`src/rtl/serial_adder.sv`:
```
// Bit-serial adder: one full-adder cell plus a carry flop, LSB first, one bit per clock.
// Start/busy/done handshake; the done cycle can accept the next operation.
module serial_adder #(
  parameter int WIDTH = 8
) (
  input  logic             clk,
  input  logic             rst_n,
  input  logic             start,
  input  logic [WIDTH-1:0] a,
  input  logic [WIDTH-1:0] b,
  input  logic             cin,
  output logic             busy,
  output logic             done,
  output logic [WIDTH-1:0] sum,
  output logic             cout,
  output logic             s_bit,
  output logic             c_bit
);

  localparam int CW = $clog2(WIDTH + 1);
  localparam logic [CW-1:0] LAST = CW'(WIDTH - 1);

  typedef enum logic [1:0] {
    IDLE = 2'd0,
    RUN  = 2'd1,
    DONE = 2'd2
  } state_t;

  state_t           state;
  logic [WIDTH-1:0] ra;
  logic [WIDTH-1:0] rb;
  logic [WIDTH-1:0] rs;
  logic             cy;
  logic [CW-1:0]    cnt;

  // Shared full-adder cell, gated so it reads as zero outside RUN
  always_comb begin
    s_bit = 1'b0;
    c_bit = 1'b0;
    if (state == RUN) begin
      s_bit = ra[0] ^ rb[0] ^ cy;
      c_bit = (ra[0] & rb[0]) | (ra[0] & cy) | (rb[0] & cy);
    end
  end

  always_ff @(posedge clk) begin
    if (!rst_n) begin
      state <= IDLE;
      busy  <= 1'b0;
      done  <= 1'b0;
      sum   <= '0;
      cout  <= 1'b0;
      ra    <= '0;
      rb    <= '0;
      rs    <= '0;
      cy    <= 1'b0;
      cnt   <= '0;
    end else begin
      case (state)
        IDLE, DONE: begin
          done <= 1'b0;
          if (start) begin
            ra    <= a;
            rb    <= b;
            cy    <= cin;
            rs    <= '0;
            cnt   <= '0;
            busy  <= 1'b1;
            state <= RUN;
          end else begin
            busy  <= 1'b0;
            state <= IDLE;
          end
        end
        RUN: begin
          rs  <= {s_bit, rs[WIDTH-1:1]};
          ra  <= ra >> 1;
          rb  <= rb >> 1;
          cy  <= c_bit;
          cnt <= cnt + CW'(1);
          // Result is committed on the last-bit edge so sum/cout stay stable meanwhile
          if (cnt == LAST) begin
            sum   <= {s_bit, rs[WIDTH-1:1]};
            cout  <= c_bit;
            busy  <= 1'b0;
            done  <= 1'b1;
            state <= DONE;
          end
        end
        default: begin
          busy  <= 1'b0;
          done  <= 1'b0;
          state <= IDLE;
        end
      endcase
    end
  end

endmodule

```
`config.mk`:
```
export PLATFORM = sky130hd
export DESIGN_NAME = serial_adder
export DESIGN_NICKNAME = d
export VERILOG_FILES = /design/src/rtl/serial_adder.sv
export SDC_FILE = /design/constraint.sdc
export NUM_CORES = 1
export LEC_CHECK = 0
export ABC_AREA = 1
export BUFFER_PORTS_ARGS = -buffer_cell sky130_fd_sc_hd__buf_2
export CAP_MARGIN = 15
export CORE_UTILIZATION = 58
export CTS_CLUSTER_SIZE = 10
export DETAILED_ROUTE_END_ITERATION = 10
export PLACE_DENSITY = 0.8
export RECOVER_POWER = 50
export SLEW_MARGIN = 25
export SYNTH_ARGS = -nofsm -noshare
export SYNTH_HDL_FRONTEND = slang
export SYNTH_SLANG_ARGS = --single-unit
```
`constraint.sdc`:
```
create_clock -name clk -period 3.75 [get_ports clk]
set_input_delay 0.75 -clock clk [delete_from_list [all_inputs] [get_ports clk]]
set_output_delay 0.75 -clock clk [all_outputs]
set_load 0.01 [all_outputs]
```
==> results of run 1 <==
kinds of logic after synthesis:
group	after synthesis
AOI/OAI and AO/OA	29
adders and majority gates	2
buffers and inverters	42
DFF	40
and+or+nand+nor	127
cells in the final DEF, fill, tap and decap left out:
master | netlist | routed
inv_1 | 24 | 24
clkbuf_1 | 2 | 10
o21ai_1 | 4 | 4
nand2_1 | 40 | 42
bufinv_16 | 0 | 1
clkbuf_4 | 0 | 5
inv_2 | 1 | 1
clkbuf_8 | 0 | 2
nand3_1 | 69 | 69
nand2_8 | 1 | 1
a21oi_2 | 1 | 1
buf_2 | 3 | 22
a21oi_1 | 16 | 16
inv_6 | 1 | 1
o22ai_1 | 6 | 6
fa_1 | 1 | 1
o21ai_0 | 2 | 2
ha_1 | 1 | 1
nor2_1 | 13 | 15
clkinv_1 | 1 | 1
dfxtp_1 | 40 | 40
power groups by stage:
stage	registers (mW)	logic, mW	clock network (mW)
floorplan	0.461	0.104	0
global placement	0.469	0.105	0
detailed placement	0.471	0.107	0
CTS	0.461	0.108	0.318
global route	0.464	0.122	0.338
finish	0.461	0.105	0.320
metal layers:
metal	vias to the layer above	share of wire [%]
met1	714	49
li1	837	-
met4	0	1.5
met3	7	5.2
met5	-	0
met2	47	44
worst reg2reg max path: stages, from the launching register on:
cell and delay (ns):
dfxtp_1 0.78, nand2_1 0.67, nor2_1 0.70, nand3_1 0.19, nand2_1 0.10
through the flow:
stage	util (%)	instance area (um^2)	setup slack [ns]	cells	hold slack [ns]
finish	68.6	1960	0.917	296	0.478
detailed placement	66.6	1900	1.51	288	0.455
global route	68.6	1960	0.678	296	0.493
floorplan	-	1820	1.95	240	0.438
global placement	66.6	1900	1.58	288	0.454
CTS	69.9	1990	1.12	296	0.477
Yosys cell counts:
library cell / count / area share (%)
fa_1: 1 / 1.1
nand3_1: 69 / 19
nand2_8: 1 / 1.1
inv_2: 1 / 0.21
buf_2: 3 / 0.82
inv_6: 1 / 0.48
o21ai_1: 4 / 1.1
o21ai_0: 2 / 0.55
a21oi_2: 1 / 0.48
nand2_1: 40 / 8.2
dfxtp_1: 40 / 44
clkbuf_1: 2 / 0.41
ha_1: 1 / 0.69
nand2_4: 1 / 0.62
nor2_4: 2 / 1.2
buf_4: 4 / 1.6
inv_1: 24 / 4.9
o22ai_1: 6 / 2.1
nor2_1: 13 / 2.7
a21oi_1: 16 / 4.4
clkinv_1: 1 / 0.21
nand2_2: 1 / 0.34
buf_6: 6 / 3.7
sequential cells by signal (all words and copies together) (netlist names):
register / count
ra: 8
rb: 8
sum: 8
rs: 7
cnt: 4
state: 2
cout: 1
cy: 1
done: 1
how the worst max path moves through the flow:
| stage | startpoint | slack (ns) | end |
|---|---|---|---|
| 3_3_place_gp | state[0] | 1.58 | s_bit |
| 2_1_floorplan | ra[0] | 1.95 | s_bit |
| 5_1_grt | state[0] | 0.68 | s_bit |
| 3_5_place_dp | state[0] | 1.51 | s_bit |
| 6_report | state[0] | 0.92 | s_bit |
| 4_1_cts | state[0] | 1.12 | s_bit |
layout make-up:
| cell class | instances | area (um^2) | share of cell area (%) |
|---|---|---|---|
| Sequential cell | 40 | 801 | 40.9 |
| Multi-Input combinational cell | 158 | 768 | 39.3 |
| Timing Repair Buffer | 32 | 148 | 7.54 |
| Inverter | 27 | 106 | 5.43 |
| Clock buffer | 7 | 65.1 | 3.32 |
| Tap cell | 31 | 38.8 | 1.98 |
| Clock inverter | 1 | 30.0 | 1.53 |
==> impl_metrics.ini, run 1 <==
[clocking]
cts-root-buf = clkbuf_4
cts_sinks = 40
numCtsBuffers = 5
post_cts_buffers = 0
ctsResizeCount = 0
clk_pin_slew_worst_paths_ns = 0.12
cts_hold_buffers = 0
cts_tree = done
clockBufferDepth = 2
clock_latency_ns = 0.35
cts.htree.levels = 2

[timing]
fin_setup_tns_ns = 0
relSlewSlack_pct = 47.3
period_share_pct = 75.6
fmax_mhz = 353
finalHoldViolations = 0
slew_violations = 0
setup_viol = 0
rsz0062_at_grt = false
worstMarginPinSlew_ns = 0.789
clock_skew_ns = 0.0112
finalCriticalPeriod_ns = 2.83

[floorplan]
die_x_um = 58.0
io_pins = 33
die_h_um = 58.0
core_um2 = 2850
initial_core_util_pct = 63.8
placementRows = 19
dieArea_um2 = 3370

[routing]
drc_errors = 3
antenna_left = 0
wl_mm = 3.72
viasPerCell = 5.42
num_vias = 1605
wl_per_cell_um = 12.6
drtIter0Drc = 126
dr.pass1.iters = 8

[critical_path]
setup.worst_path.start_class = register
rr_startpoint = state[0]
path_delay_family = flip-flops
arrival_ns = 2.08
crit_fanout = 18
rr_endpoint = sum[7]
max_stage_delay_ns = 0.78
worst_setup_path_end_kind = primary output
worst-setup-path-type = register to primary output
required_ns = 3.00
cp_slowest_cell = dfxtp_1
cp_num_buf_inv = 3
crit_cells = 5
rrSetupSlack_ns = 1.26
crit_path_cell_trace = inv_6 > nor2_1 > nand2_1 > inv_1 > buf_2
rr_worst_depth = 4

[logic_synthesis]
ys_ff_latch = 40
ys_warn_count = 0
synth-compound-area-share_pct = 8.59
synth.distinct_cells = 23
synth_top_family_by_area = simple AND/OR/NAND/NOR gates
muxShareOfSynthArea_pct = 0
synthesis.nets = 262
synthCells = 240
seq_area_frac_synth_pct = 44.0
syn_avg_cell_area_um2 = 7.59
synthXorXnorAreaFrac_pct = 0
synthAdderAreaFrac_pct = 1.79
synth-simple-area-share_pct = 33.2
synth.cell_area_um2 = 1820

[min_path]
hold_class = register to register
min_from = sum[1]
min_to = sum[1]
hold_depth = 2

[placement]
io_buffers = 32
hpwl_mm = 2.40
gp_congestion = 0.795

[global_route]
grt_usage_pct = 25.3
met2_usage_pct = 38.4
grt_antenna_before_repair = 0
grt_max_degree = 36
grt_busiest_layer = met2
met3_usage_pct = 5.13
first_global_vias = 1474
met1_usage_pct = 35.9
globalRouteOverflowTotal = 0
grt_pass1_wl_mm = 6.56

[cells_and_area]
n_fill_cell = 264
areaGrowthSynthToFinish_pct = 7.49
diodes = 0
drive_above_1_share_pct = 12.8
nets = 286

[flow_run]
cap_violations = 0

[power]
max-vdd-ir-drop_mv = 0.321
p_int_mw = 0.656
pwr-share-clk_pct = 36.1
p_leak_nw = 0.873
pwr_density_cell_nw_per_um2 = 453
sw_frac_of_total_pct = 26.0
combinationalPowerShare_pct = 11.9
p_total_mw = 0.886
power_frac_seq_pct = 52.0
switchingPower_mw = 0.230

[status]
status = complete, but fails checks
violations = design-rule violations
(Power assumes the default switching activity.)
==> run 2: changes to the inputs <==
--- a/config.mk
+++ b/config.mk
@@ -8,10 +8,10 @@
 export ABC_AREA = 1
 export BUFFER_PORTS_ARGS = -buffer_cell sky130_fd_sc_hd__buf_2
 export CAP_MARGIN = 15
-export CORE_UTILIZATION = 58
+export CORE_UTILIZATION = 49
 export CTS_CLUSTER_SIZE = 10
 export DETAILED_ROUTE_END_ITERATION = 10
-export PLACE_DENSITY = 0.8
+export PLACE_DENSITY = 0.71
 export RECOVER_POWER = 50
 export SLEW_MARGIN = 25
 export SYNTH_ARGS = -nofsm -noshare
==> constraint.sdc (replaced) <==
create_clock -name clk -period 2.45 [get_ports clk]
set_input_delay 0.49 -clock clk [delete_from_list [all_inputs] [get_ports clk]]
set_output_delay 0.49 -clock clk [all_outputs]
set_load 0.01 [all_outputs]
==> impl_metrics.ini, run 2 (synthesis results as in run 1) <==
[routing]
antenna_left = 0
wl_per_cell_um = 12.2
wl_mm = 3.81
num_vias = 1628
drtIter0Drc = 83
viasPerCell = 5.20
dr.pass1.iters = 4
drc_errors = 0

[power]
p_total_mw = 1.32
power_frac_seq_pct = 52.9
pwr_density_cell_nw_per_um2 = 655
sw_frac_of_total_pct = 28.8
p_leak_nw = 0.882
pwr-share-clk_pct = 33.4
combinationalPowerShare_pct = 13.8
max-vdd-ir-drop_mv = 0.345
switchingPower_mw = 0.379
p_int_mw = 0.936

[critical_path]
worst_setup_path_end_kind = primary output
worst-setup-path-type = register to primary output
arrival_ns = 1.53
rr_worst_depth = 6
crit_fanout = 2
required_ns = 1.96
setup.worst_path.start_class = register

[cells_and_area]
stdcell_area_um2 = 2010
diodes = 0
n_fill_cell = 379
final_common_cell = nand3_1
drive_above_1_share_pct = 15.0
most-common-layout-cells = 69 x nand3_1, 40 x nand2_1, 40 x dfxtp_1
largest_registers = ra: 8 flops, rb: 8 flops, sum: 8 flops
nets = 288
areaGrowthSynthToFinish_pct = 10.3

[timing]
clock_skew_ns = 0.0106
worstMarginPinSlew_ns = 0.549
relSlewSlack_pct = 63.1
postLayoutSetupSlackWorst_ns = 0.427
slew_violations = 0
setup_viol = 0
rsz0062_at_grt = false
finalCriticalPeriod_ns = 2.02
finalHoldViolations = 0
period_share_pct = 82.6
timing.hold.ws_ns = 0.450
fmax_mhz = 494
fin_setup_tns_ns = 0

[global_route]
grt_pass1_wl_mm = 6.53
globalRouteOverflowTotal = 0
grt_antenna_before_repair = 0
grt_usage_pct = 21.0
first_global_vias = 1500
grt_max_degree = 35

[clocking]
post_cts_buffers = 0
cts_hold_buffers = 0
clockBufferDepth = 2
cts_sinks = 40
cts-root-buf = clkbuf_8
clk_pin_slew_worst_paths_ns = 0.08
cts_tree = done
cts.htree.levels = 2
ctsResizeCount = 0
numCtsBuffers = 5
clock_latency_ns = 0.30

[floorplan]
initial_core_util_pct = 52.9
die_h_um = 63.0
io_pins = 33
dieArea_um2 = 3960
die_x_um = 63.0
core_um2 = 3440
placementRows = 21

[min_path]
hold_depth = 3
hold_class = input port to register

[placement]
io_buffers = 32
hpwl_mm = 2.49
pre_cts_ws_ns = 0.756
gp_congestion = 0.783
place_area_um2 = 1930

[flow_run]
cap_violations = 0

[status]
status = completed
-- run 2: changes by cell type in the layout (fill, tap and decap cells not counted), moves of 2 or more --
cell	before	now
clkbuf_8	2	5
buf_4	0	2
clkinv_2	0	2
clkbuf_4	5	0
nand2_1	42	40
nor2_1	15	13
nor2_4	0	2
-- run 2: area by class of cell --
cell class	count	area (um^2)	area share (%)
inverters	27	106	5.30
well taps	46	57.6	2.87
multi-input cells	158	793	39.5
clock inverters	3	18.8	0.935
repair buffers	34	163	8.10
clock buffers	5	68.8	3.43
flip-flops and latches	40	801	39.9
-- run 2: metrics by stage --
stage | util (%) | instances
after floorplan | - | 240
after global placement | 56.2 | 305
after detailed placement | 56.2 | 305
after CTS | 58.7 | 313
after global routing | 58.3 | 313
final | 58.3 | 313
-- run 2: final timing paths --
kind         startpoint     end  slack, ns
max               ra[0]   s_bit       0.43
min                b[7]   rb[7]       0.45
max reg2reg    state[0]      cy       0.82
min reg2reg       rs[3]  sum[2]       0.47
-- run 2: critical path, stage by stage (launching register included) --
cell,delay (ns)
dfxtp_1,0.34
inv_1,0.06
fa_1,0.54
inv_1,0.06
nand2_1,0.09
inv_1,0.04
buf_2,0.13
-- run 2: metal layers --
metal | wire [um] | global-route usage, % | vias up
met3 | 176 | 5.66 | 7
met2 | 1800 | 35.5 | 38
met4 | 54 | 7.85 | 0
met5 | 0 | 0 | -
li1 | - | - | 840
met1 | 1780 | 25.2 | 743
-- run 2: power groups by stage --
| stage | Clock, mW | Sequential, mW | Combinational [mW] |
|---|---|---|---|
| 6_report | 0.439 | 0.696 | 0.181 |
| 5_1_grt | 0.479 | 0.698 | 0.204 |
| 4_1_cts | 0.448 | 0.695 | 0.182 |
| 3_5_place_dp | 0 | 0.710 | 0.182 |
| 3_3_place_gp | 0 | 0.709 | 0.177 |
| 2_1_floorplan | 0 | 0.706 | 0.158 |
==> run 3: changes to the inputs <==
--- a/config.mk
+++ b/config.mk
@@ -5,13 +5,13 @@
 export SDC_FILE = /design/constraint.sdc
 export NUM_CORES = 1
 export LEC_CHECK = 0
-export ABC_AREA = 1
+export ABC_AREA = 0
 export BUFFER_PORTS_ARGS = -buffer_cell sky130_fd_sc_hd__buf_2
 export CAP_MARGIN = 15
-export CORE_UTILIZATION = 49
+export CORE_UTILIZATION = 53
 export CTS_CLUSTER_SIZE = 10
 export DETAILED_ROUTE_END_ITERATION = 10
-export PLACE_DENSITY = 0.71
+export PLACE_DENSITY = 0.74
 export RECOVER_POWER = 50
 export SLEW_MARGIN = 25
 export SYNTH_ARGS = -nofsm -noshare
==> constraint.sdc (replaced) <==
create_clock -name clk -period 2 [get_ports clk]
set_input_delay 0.4 -clock clk [delete_from_list [all_inputs] [get_ports clk]]
set_output_delay 0.4 -clock clk [all_outputs]
set_load 0.01 [all_outputs]
==> impl_metrics.ini, run 3 <==
[status]
status = complete, but fails checks
violations = design-rule violations

[logic_synthesis]
synth_edf_count = 0
syn_avg_cell_area_um2 = 8.83
synth_common_cells = 40 x dfxtp_1, 26 x a21oi_1, 26 x nand2_1, 26 x nand3_1, 14 x a22oi_1
synth.top_cell.area_share_pct = 48.5
synthesis.nets = 209
synthCells = 187
synth_area_leaders = dfxtp_1 49%, a21oi_1 7.9%, nand3_1 7.9%
synthArstFlopShare_pct = 0
synth-main-ff-cell = dfxtp_1
ys_warn_count = 0
ys_ff_latch = 40
seq_area_frac_synth_pct = 48.5
yosysTopAreaCell = dfxtp_1
synth.cell_area_um2 = 1650
synth.distinct_cells = 27
yosysMostFrequentCell = dfxtp_1

[cells_and_area]
drive_above_1_share_pct = 18.1
stdcell_area_um2 = 1850
areaGrowthSynthToFinish_pct = 11.8
final_util_pct = 64.7
diodes = 0
finish.cell_count_without_fillers = 247
nets = 238
most-common-layout-cells = 39 x dfxtp_1, 26 x nand2_1, 26 x nand3_1, 26 x a21oi_1, 22 x buf_2
largest_registers = ra: 8 flops, rb: 8 flops, sum: 8 flops
final_common_cell = dfxtp_1

[timing]
slew_violations = 0
clock_skew_ns = 0.00858
fmax_mhz = 525
rsz0062_at_grt = false
timing.hold.ws_ns = 0.296
finalCriticalPeriod_ns = 1.91
finalHoldViolations = 0
worstMarginPinSlew_ns = 0.596
relSlewSlack_pct = 60.3
postLayoutSetupSlackWorst_ns = 0.0942
period_share_pct = 95.3
setup_viol = 0
fin_setup_tns_ns = 0

[critical_path]
worst_setup_path_end_kind = primary output
cp_slowest_cell = fa_1
max_stage_delay_ns = 0.57
crit_path_cell_trace = inv_1 > fa_1 > nor2_2 > buf_2
rrSetupSlack_ns = 0.46
endpoint = s_bit
crit_start = cy
rr_worst_depth = 3
required_ns = 1.60
worst-setup-path-type = register to primary output
setup.worst_path.start_class = register
rr_endpoint = sum[3]
crit_fanout = 2
arrival_ns = 1.51
rr_startpoint = cnt[0]

[routing]
wl_per_cell_um = 13.2
dr.pass1.iters = 7
drc_errors = 2
drtIter0Drc = 86
wl_mm = 3.27
antenna_left = 0
viasPerCell = 5.82
num_vias = 1438

[floorplan]
io_pins = 33
placementRows = 19
die_h_um = 57.8
die_x_um = 57.8
core_um2 = 2850
dieArea_um2 = 3340
initial_core_util_pct = 57.9

[global_route]
grt_pass1_wl_mm = 5.40
first_global_vias = 1257
grt_max_degree = 28
grt_antenna_before_repair = 0
grt_usage_pct = 21.3
globalRouteOverflowTotal = 0

[clocking]
clockBufferDepth = 2
cts_tree = done
cts_sinks = 40
cts-root-buf = clkbuf_4
ctsResizeCount = 0
clock_latency_ns = 0.34
cts_hold_buffers = 0
cts.htree.levels = 2
post_cts_buffers = 0
clk_pin_slew_worst_paths_ns = 0.11
numCtsBuffers = 5

[power]
p_total_mw = 1.38
max-vdd-ir-drop_mv = 0.472
p_leak_nw = 0.679
pwr_density_cell_nw_per_um2 = 750

[placement]
place_area_um2 = 1810
pre_cts_ws_ns = 0.407
gp_congestion = 0.737
hpwl_mm = 2.25
dp.cells = 240
io_buffers = 32

[flow_run]
cap_violations = 0

[min_path]
hold_depth = 3
hold_class = input port to register
[run 3: worst max-delay path: cells and delay by family (launching register included)]
kind                     cells  cell delay (ns)
AND/OR/NAND/NOR              1             0.05
flip-flops                   1             0.34
buffers and inverters        2             0.20
adder cells (fa/ha/maj)      1             0.57
[run 3: routing by layer]
metal	global-route usage (%)	share of wire, %
met1	25.0	44
met2	36.1	49
met3	6.70	5.8
met4	8.16	1.8
met5	0	0
[run 3: power breakdown]
group	switching (mW)	internal, mW
Sequential	0.0162	0.826
Combinational	0.101	0.0655
Clock	0.249	0.128
Total	0.365	1.02
[run 3: logic make-up after synthesis]
group | Yosys count | share of synthesized area [%]
buffers and inverters | 22 | 6.60
muxes | 11 | 6.75
adders and majority gates | 2 | 1.97
AOI/OAI and AO/OA | 46 | 17.0
DFF | 40 | 48.5
and+or+nand+nor | 66 | 19.2
[run 3: worst min path at each step]
stage / start / to / slack [ns]
after floorplan: rs[1] / sum[0] / 0.44
after global placement: sum[3] / sum[3] / 0.44
after detailed placement: cout / cout / 0.45
after CTS: a[7] / ra[7] / 0.28
after global routing: b[7] / rb[7] / 0.29
final: a[7] / ra[7] / 0.30
[run 3: layout make-up]
cell class,instances,area (um^2)
timing repair buffer,39,195
fill,271,1010
inverter,5,18.8
multi-input combinational,125,741
tap,31,38.8
clock inverter,2,12.5
clock buffer,5,37.5
sequential,40,802
